===== src/rtl/fir_out_requant.sv =====
// Requantizer behind the FIR core: shift the full-precision product sum back to
// OUT_W audio samples, with rounding, saturation and a 2-stage valid/ready pipeline.
module fir_out_requant #(
    parameter int IN_W  = 34,
    parameter int OUT_W = 16,
    parameter int SHIFT = 15,
    parameter int ROUND = 1
) (
    input  logic             aclk,
    input  logic             aresetn,
    input  logic             s_axis_data_tvalid,
    output logic             s_axis_data_tready,
    input  logic [IN_W-1:0]  s_axis_data_tdata,
    output logic             m_axis_data_tvalid,
    input  logic             m_axis_data_tready,
    output logic [OUT_W-1:0] m_axis_data_tdata,
    input  logic             clr_stats,
    output logic             sat_flag,
    output logic [15:0]      sat_count
);

    localparam int EXT_W = IN_W + 1;
    localparam int R_W   = EXT_W - SHIFT;

    // True when the shifted value does not fit in OUT_W signed bits.
    function automatic logic f_out_of_range(input logic [R_W-1:0] v);
        logic res;
        if ((&v[R_W-1:OUT_W-1]) || !(|v[R_W-1:OUT_W-1])) begin
            res = 1'b0;
        end else begin
            res = 1'b1;
        end
        return res;
    endfunction

    function automatic logic [OUT_W-1:0] f_sat(input logic [R_W-1:0] v);
        logic [OUT_W-1:0] res;
        if (!f_out_of_range(v)) begin
            res = v[OUT_W-1:0];
        end else if (v[R_W-1]) begin
            res = {1'b1, {(OUT_W-1){1'b0}}};
        end else begin
            res = {1'b0, {(OUT_W-1){1'b1}}};
        end
        return res;
    endfunction

    logic             r_run;
    logic             r_v1;
    logic [R_W-1:0]   r_r1;
    logic             r_v2;
    logic [OUT_W-1:0] r_d2;
    logic             r_sat_flag;
    logic [15:0]      r_sat_count;

    logic             w_adv1;
    logic             w_adv2;
    logic             w_take;
    logic             w_sat_evt;
    logic [EXT_W-1:0] w_bias;
    logic [EXT_W-1:0] w_sum;
    logic [R_W-1:0]   w_r1;
    logic             w_unused_frac;

    // Rounding add on the sign-extended sample, stall/advance and saturation-event decode.
    always_comb begin
        w_bias = '0;
        if (ROUND != 0) begin
            w_bias[SHIFT-1] = 1'b1;
        end else begin
            w_bias = '0;
        end
        w_sum         = {s_axis_data_tdata[IN_W-1], s_axis_data_tdata} + w_bias;
        // Dropping the low SHIFT bits of a two's complement value is a floor shift.
        w_r1          = w_sum[EXT_W-1:SHIFT];
        w_unused_frac = ^w_sum[SHIFT-1:0];
        w_adv2        = ~r_v2 | m_axis_data_tready;
        w_adv1        = ~r_v1 | w_adv2;
        w_take        = s_axis_data_tvalid & w_adv1 & r_run;
        w_sat_evt     = w_adv2 & r_v1 & f_out_of_range(r_r1);
    end

    // Pipeline stages; stage 1 captures data only on a real transfer so idle tdata never enters state.
    always_ff @(posedge aclk or negedge aresetn) begin
        if (!aresetn) begin
            r_run <= 1'b0;
            r_v1  <= 1'b0;
            r_r1  <= '0;
            r_v2  <= 1'b0;
            r_d2  <= '0;
        end else begin
            r_run <= 1'b1;
            if (w_adv1) begin
                r_v1 <= w_take;
                if (w_take) begin
                    r_r1 <= w_r1;
                end
            end
            if (w_adv2) begin
                r_v2 <= r_v1;
                r_d2 <= f_sat(r_r1);
            end
        end
    end

    // Saturation statistics; a clear beats a coincident event.
    always_ff @(posedge aclk or negedge aresetn) begin
        if (!aresetn) begin
            r_sat_flag  <= 1'b0;
            r_sat_count <= 16'd0;
        end else if (clr_stats) begin
            r_sat_flag  <= 1'b0;
            r_sat_count <= 16'd0;
        end else if (w_sat_evt) begin
            r_sat_flag <= 1'b1;
            if (r_sat_count != 16'hFFFF) begin
                r_sat_count <= r_sat_count + 16'd1;
            end
        end
    end

    assign s_axis_data_tready = w_adv1 & r_run;
    assign m_axis_data_tvalid = r_v2;
    assign m_axis_data_tdata  = r_d2;
    assign sat_flag           = r_sat_flag;
    assign sat_count          = r_sat_count;

endmodule


===== config.mk =====
export PLATFORM = sky130hd
export DESIGN_NAME = fir_out_requant
export DESIGN_NICKNAME = d
export VERILOG_FILES = /design/src/rtl/fir_out_requant.sv
export SDC_FILE = /design/constraint.sdc
export NUM_CORES = 1
export LEC_CHECK = 0
export CORE_MARGIN = 2
export CORE_UTILIZATION = 48
export CTS_BUF_LIST = sky130_fd_sc_hd__clkbuf_8 sky130_fd_sc_hd__clkbuf_16
export CTS_CLUSTER_DIAMETER = 40
export CTS_CLUSTER_SIZE = 30
export DETAILED_ROUTE_END_ITERATION = 8
export PLACE_DENSITY = 0.79
export SYNTH_ARGS = -nofsm -noshare
export SYNTH_HDL_FRONTEND = slang
export SYNTH_SLANG_ARGS = --single-unit

===== constraint.sdc =====
create_clock -name aclk -period 2.2 [get_ports aclk]
set_input_delay 0.33 -clock aclk [delete_from_list [all_inputs] [get_ports aclk]]
set_output_delay 0.33 -clock aclk [all_outputs]
set_load 0.02 [all_outputs]

Word-level counts from Yosys, hierarchy flattened
Cells that the tools add are included.
- flip-flop bits (word level): 56
- bits of input ports: 39
- output and inout port bits: 35
- logic and storage cells: 36
- add/sub/neg operators: 2
- eq/ne operators: 1
- mux-type cells: 9
- bitwise logic cells: 9
- reduce and logical (&&, ||, !) cells: 8
- operators by type and width (cell ; number):
    two-way mux 16 bit ; 5
    adder 34 x 16 -> 35 bit, second input constant ; 1
    adder 16 x 1 -> 16 bit, second input constant ; 1
    inequality test 16 bit, second input constant ; 1
    bitwise AND 1 bit ; 5
    AND reduction 5 bit ; 1
    OR reduction 5 bit ; 1
    two-way mux 1 bit ; 4
    AND reduction 2 bit ; 2
    nonzero test 2 bit ; 2
    inverter 1 bit ; 2
    OR 1 bit ; 2
    zero test 1 bit ; 1
    logical OR 1 bit ; 1

Longest topological paths before layout
- depth in word-level cells: 7
- mapped depth: 7
- gate-level depth less buffers: 6

Least setup slack after synthesis
Ideal clock, no wire load.
- path type: reg-to-reg
- start: register r_sat_count[0], in the netlist sat_count[0]
- end: register r_sat_count[13], in the netlist sat_count[13]
- arrival: 1858 ps
- required time: 2075 ps
- slack: 218 ps
- cell stages (with the launch flop): 7
- buffers on the path: 0
- cells stage by stage: dfrtp_1 -> ha_1 -> nand3_1 -> nor2_1 -> nand2_1 -> or4b_2 -> mux2_2
- longest elaborated chain between the ends: 4
- RTL lines (item ; line ; source):
    from (decl) ; 54 ; logic [15:0] r_sat_count;
    from (signal assigned) ; 117 ; r_sat_count <= r_sat_count + 16'd1;
    adder 16 x 1 -> 16 bit ; 117 ;
    two-way mux 16 bit ; 116 ; if (r_sat_count != 16'hFFFF) begin
    two-way mux 16 bit ; 114 ; end else if (w_sat_evt) begin
    two-way mux 16 bit ; 111 ; end else if (clr_stats) begin
Parallel ways exist; a longest one is shown, timed or not. The select of a mux whose other input is x is not followed.
A chain may end at the register's enable or synchronous reset.

Worst setup path in the final report
- start: register r_r1[19]
- end: register r_sat_count[15], in the netlist sat_count[15]
- longest elaborated chain between the ends: 7
- RTL lines (item ; line ; source):
    from (decl) ; 50 ; logic [R_W-1:0] r_r1;
    from (signal assigned) ; 96 ; r_r1 <= w_r1;
    OR reduction 5 bit ; 28 ; if ((&v[R_W-1:OUT_W-1]) || !(|v[R_W-1:OUT_W-1])) begin
    zero test 1 bit ; 28 ;
    logical OR 1 bit (*) ; 28 ;
    two-way mux 1 bit (*) ; 28 ;
    bitwise AND 1 bit (*) ; 80 ; w_sat_evt = w_adv2 & r_v1 & f_out_of_range(r_r1);
    nonzero test 2 bit (no source line) (*) ; n/a ;
    AND reduction 2 bit (no source line) (*) ; n/a ;
Mark *: on every way between the ends. The rest lies on a longest branch, timed or not.

==> results.ini <==
[status]
status=finished, final reports clean

[finish]
fillers=467
ff_latch_area_um2=1400
syn2layout_area_growth_pct=30.4
multi_input_area_um2=1280
fin_area_um2=3620
drive_gt1_share_pct=10.7
final_nets=405
diodes=0

[sta]
finalCriticalPeriod_ns=2.06
fmax_mhz=486
finalSetupTns_ns=0
fin_skew_ns=0.00679
finalSetupViolations=0
worst_slack_ns=0.140
rsz0062_at_grt=no
slew_headroom_pct=54.0
final-hold-violation-count=0
finalCritPeriodShare_pct=93.6
max_slew.worst_pin.slew_ns=0.690
slew_viol_final=0

[critical_path]
arrival_ns=2.29
cp-start-kind=flop
worst-r2r-setup-slack_ns=0.14
crit_type=reg -> reg
worstPathMaxFanout=8
cp-end-kind=flop
required_ns=2.43

[grt]
antenna_found_initial=0
first_global_vias=2304
grt-ovfl-total=0
gr-usage-all-layers_pct=19.6
grt_start_max_net_pins=57
grt_pass1_wl_mm=9.90

[floorplanning]
fp-row-count=27
die-area_um2=6410
initial_core_util_pct=50.1
io_pins=74
core-area_um2=5540
die_w_um=80.1
die_y_um=80.1

[placement]
pre_cts_ws_ns=0.0343
gp_congestion=0.847
port_buffers=59
hpwl_mm=4.30
postPlaceCellArea_um2=3520

[power_and_ir_drop]
pwr-share-comb_pct=25.7
clkPwrFrac_pct=23.6
switching_share_pct=30.5
switchingPower_uw=756
intPower_mw=1.72
power.leakage_nw=1.43
max-vdd-ir-drop_uv=297
powerDensity_nw_per_um2=684
p_seq_share_pct=50.7

[cts]
clock_path_buffers=2
worstSkewPairLatency_ns=0.30
htree_levels=2
cts_sinks=56
post_cts_buffers=0
postCtsHoldBufs=0
cts_root_buffer=clkbuf_8
cts_tree=done
cts_resized=0
path_clk_slew_ns=0.10
cts_made_buffers=5

[drt]
via_per_inst=5.32
wl_per_cell_um=13.1
ant_nets=0
drc=0
drt-pass1-iter-count=4
routed_wl_mm=5.72
drt_iter0_drc=126
vias=2325

[synthesis]
synth_ff_type=dfrtp_1
ys_seq_elements=56
ys_seq_area_share_pct=50.5
synth_edf_count=0
syn-cell-area_um2=2780
synth_cells=293
synth_cell_types=38
synth.avg_cell_area_um2=9.48
ys_warn_count=0
async_flop_share_pct=100
syn-num-nets=334

[flow_run]
drv_cap=0

[worst_hold_path]
hold_path.class=in -> async

-- sequential cells by signal, indices dropped and copies added, names as in the netlist --
| signal | flops |
|---|---|
| r_v1 | 1 |
| r_run | 1 |
| m_axis_data_tdata | 16 |
| sat_flag | 1 |
| sat_count | 16 |
| r_r1 | 20 |
| m_axis_data_tvalid | 1 |
-- cell usage after synthesis, types with 2 or more instances --
cell type / instances / area, µm²
nor4_1: 4 / 25.0
a21oi_1: 34 / 170
o21ai_0: 19 / 95.1
and3_1: 2 / 12.5
dfrtp_1: 56 / 1400
xnor2_1: 18 / 158
nand2_1: 33 / 124
nand2b_1: 3 / 18.8
mux2_2: 3 / 33.8
nand3b_1: 2 / 15.0
mux2i_1: 2 / 20.0
clkbuf_1: 8 / 30.0
nand4_1: 10 / 62.6
and4_1: 2 / 17.5
ha_1: 2 / 25.0
buf_2: 3 / 15.0
nor2_1: 36 / 135
a31o_1: 3 / 26.3
nand3_1: 14 / 70.1
buf_6: 2 / 22.5
xor2_1: 9 / 78.8
a2111oi_0: 7 / 61.3
inv_1: 6 / 22.5
-- per-stage QoR --
stage          utilization (%)  hold WS, ns  total power, mW  std cells
2_1_floorplan                -       0.0344             1.60        293
5_1_grt                   65.4        0.205             2.60        437
3_3_place_gp              63.6        0.461             1.90        429
4_1_cts                   65.4        0.171             2.50        437
6_report                  65.4        0.142             2.48        437
3_5_place_dp              63.6        0.472             1.92        429
-- area by class of cell --
class                      instances  area share, %
multi-input combinational        217           35.4
inverter                           6          0.622
tap                               72           2.49
clock inverter                     2          0.415
clock buffer                       6           2.28
sequential                        56           38.7
timing repair buffer              78           20.1
-- cells in the final DEF (no fill, tap or decap), drive strengths merged --
master	count
buf	20
conb	1
nor2	37
nor4	5
o21ai	19
or4	1
ha	2
nand3b	2
nand2b	3
or2	1
nand4	10
a21bo	1
clkdlybuf4s50	58
nand3	14
nor2b	1
and4	3
a211oi	1
xor2	9
and3	2
xnor2	18
clkinvlp	2
nor3	1
a21oi	34
mux2i	3
dfrtp	56
inv	6
clkbuf	6
a31o	3
a2111oi	8
or4b	1
mux2	3
and2	1
nand2	33
-- cell families after synthesis --
logic type	Yosys count	synth area share [%]
and+or+nand+nor	115	19.8
AOI/OAI and AO/OA	66	14.1
adders and majority gates	2	0.901
muxes	6	2.75
DFF	56	50.5
other	1	0.135
xor gates and xnor gates	27	8.51
buffers and inverters	20	3.38
-- final timing paths --
check                          from            end  cells past startpoint
setup / recovery           r_r1[19]  sat_count[15]                      6
hold / removal              aresetn   sat_count[0]                      2
setup reg to reg           r_r1[19]  sat_count[15]                      6
hold reg to reg            r_r1[10]       r_r1[10]                      2
max in group asynchronous   aresetn       r_r1[11]                      2
min in group aclk          r_r1[10]       r_r1[10]                      2
-- critical path, stage by stage (launching register included) --
cell and delay (ns):
dfrtp_1 0.44, or4_1 0.58, mux2i_4 0.30, buf_4 0.21, a211oi_2 0.09, a31o_1 0.26
a21oi_1 0.12
-- routing by layer --
metal / vias up / wire length, µm / track usage (%)
li1: 1171 / - / -
met1: 1094 / 2480 / 23.5
met2: 54 / 2950 / 36.1
met3: 6 / 229 / 3.37
met4: 0 / 53 / 5.08
met5: - / 0 / 0
-- power by group through the flow --
stage          clock network [mW]  registers [mW]  logic [mW]
2_1_floorplan                   0            1.36       0.238
3_3_place_gp                    0            1.27       0.627
3_5_place_dp                    0            1.28       0.643
4_1_cts                     0.593            1.26       0.645
5_1_grt                     0.630            1.28       0.697
6_report                    0.583            1.26       0.638
Power figures use the tool's default switching activity.
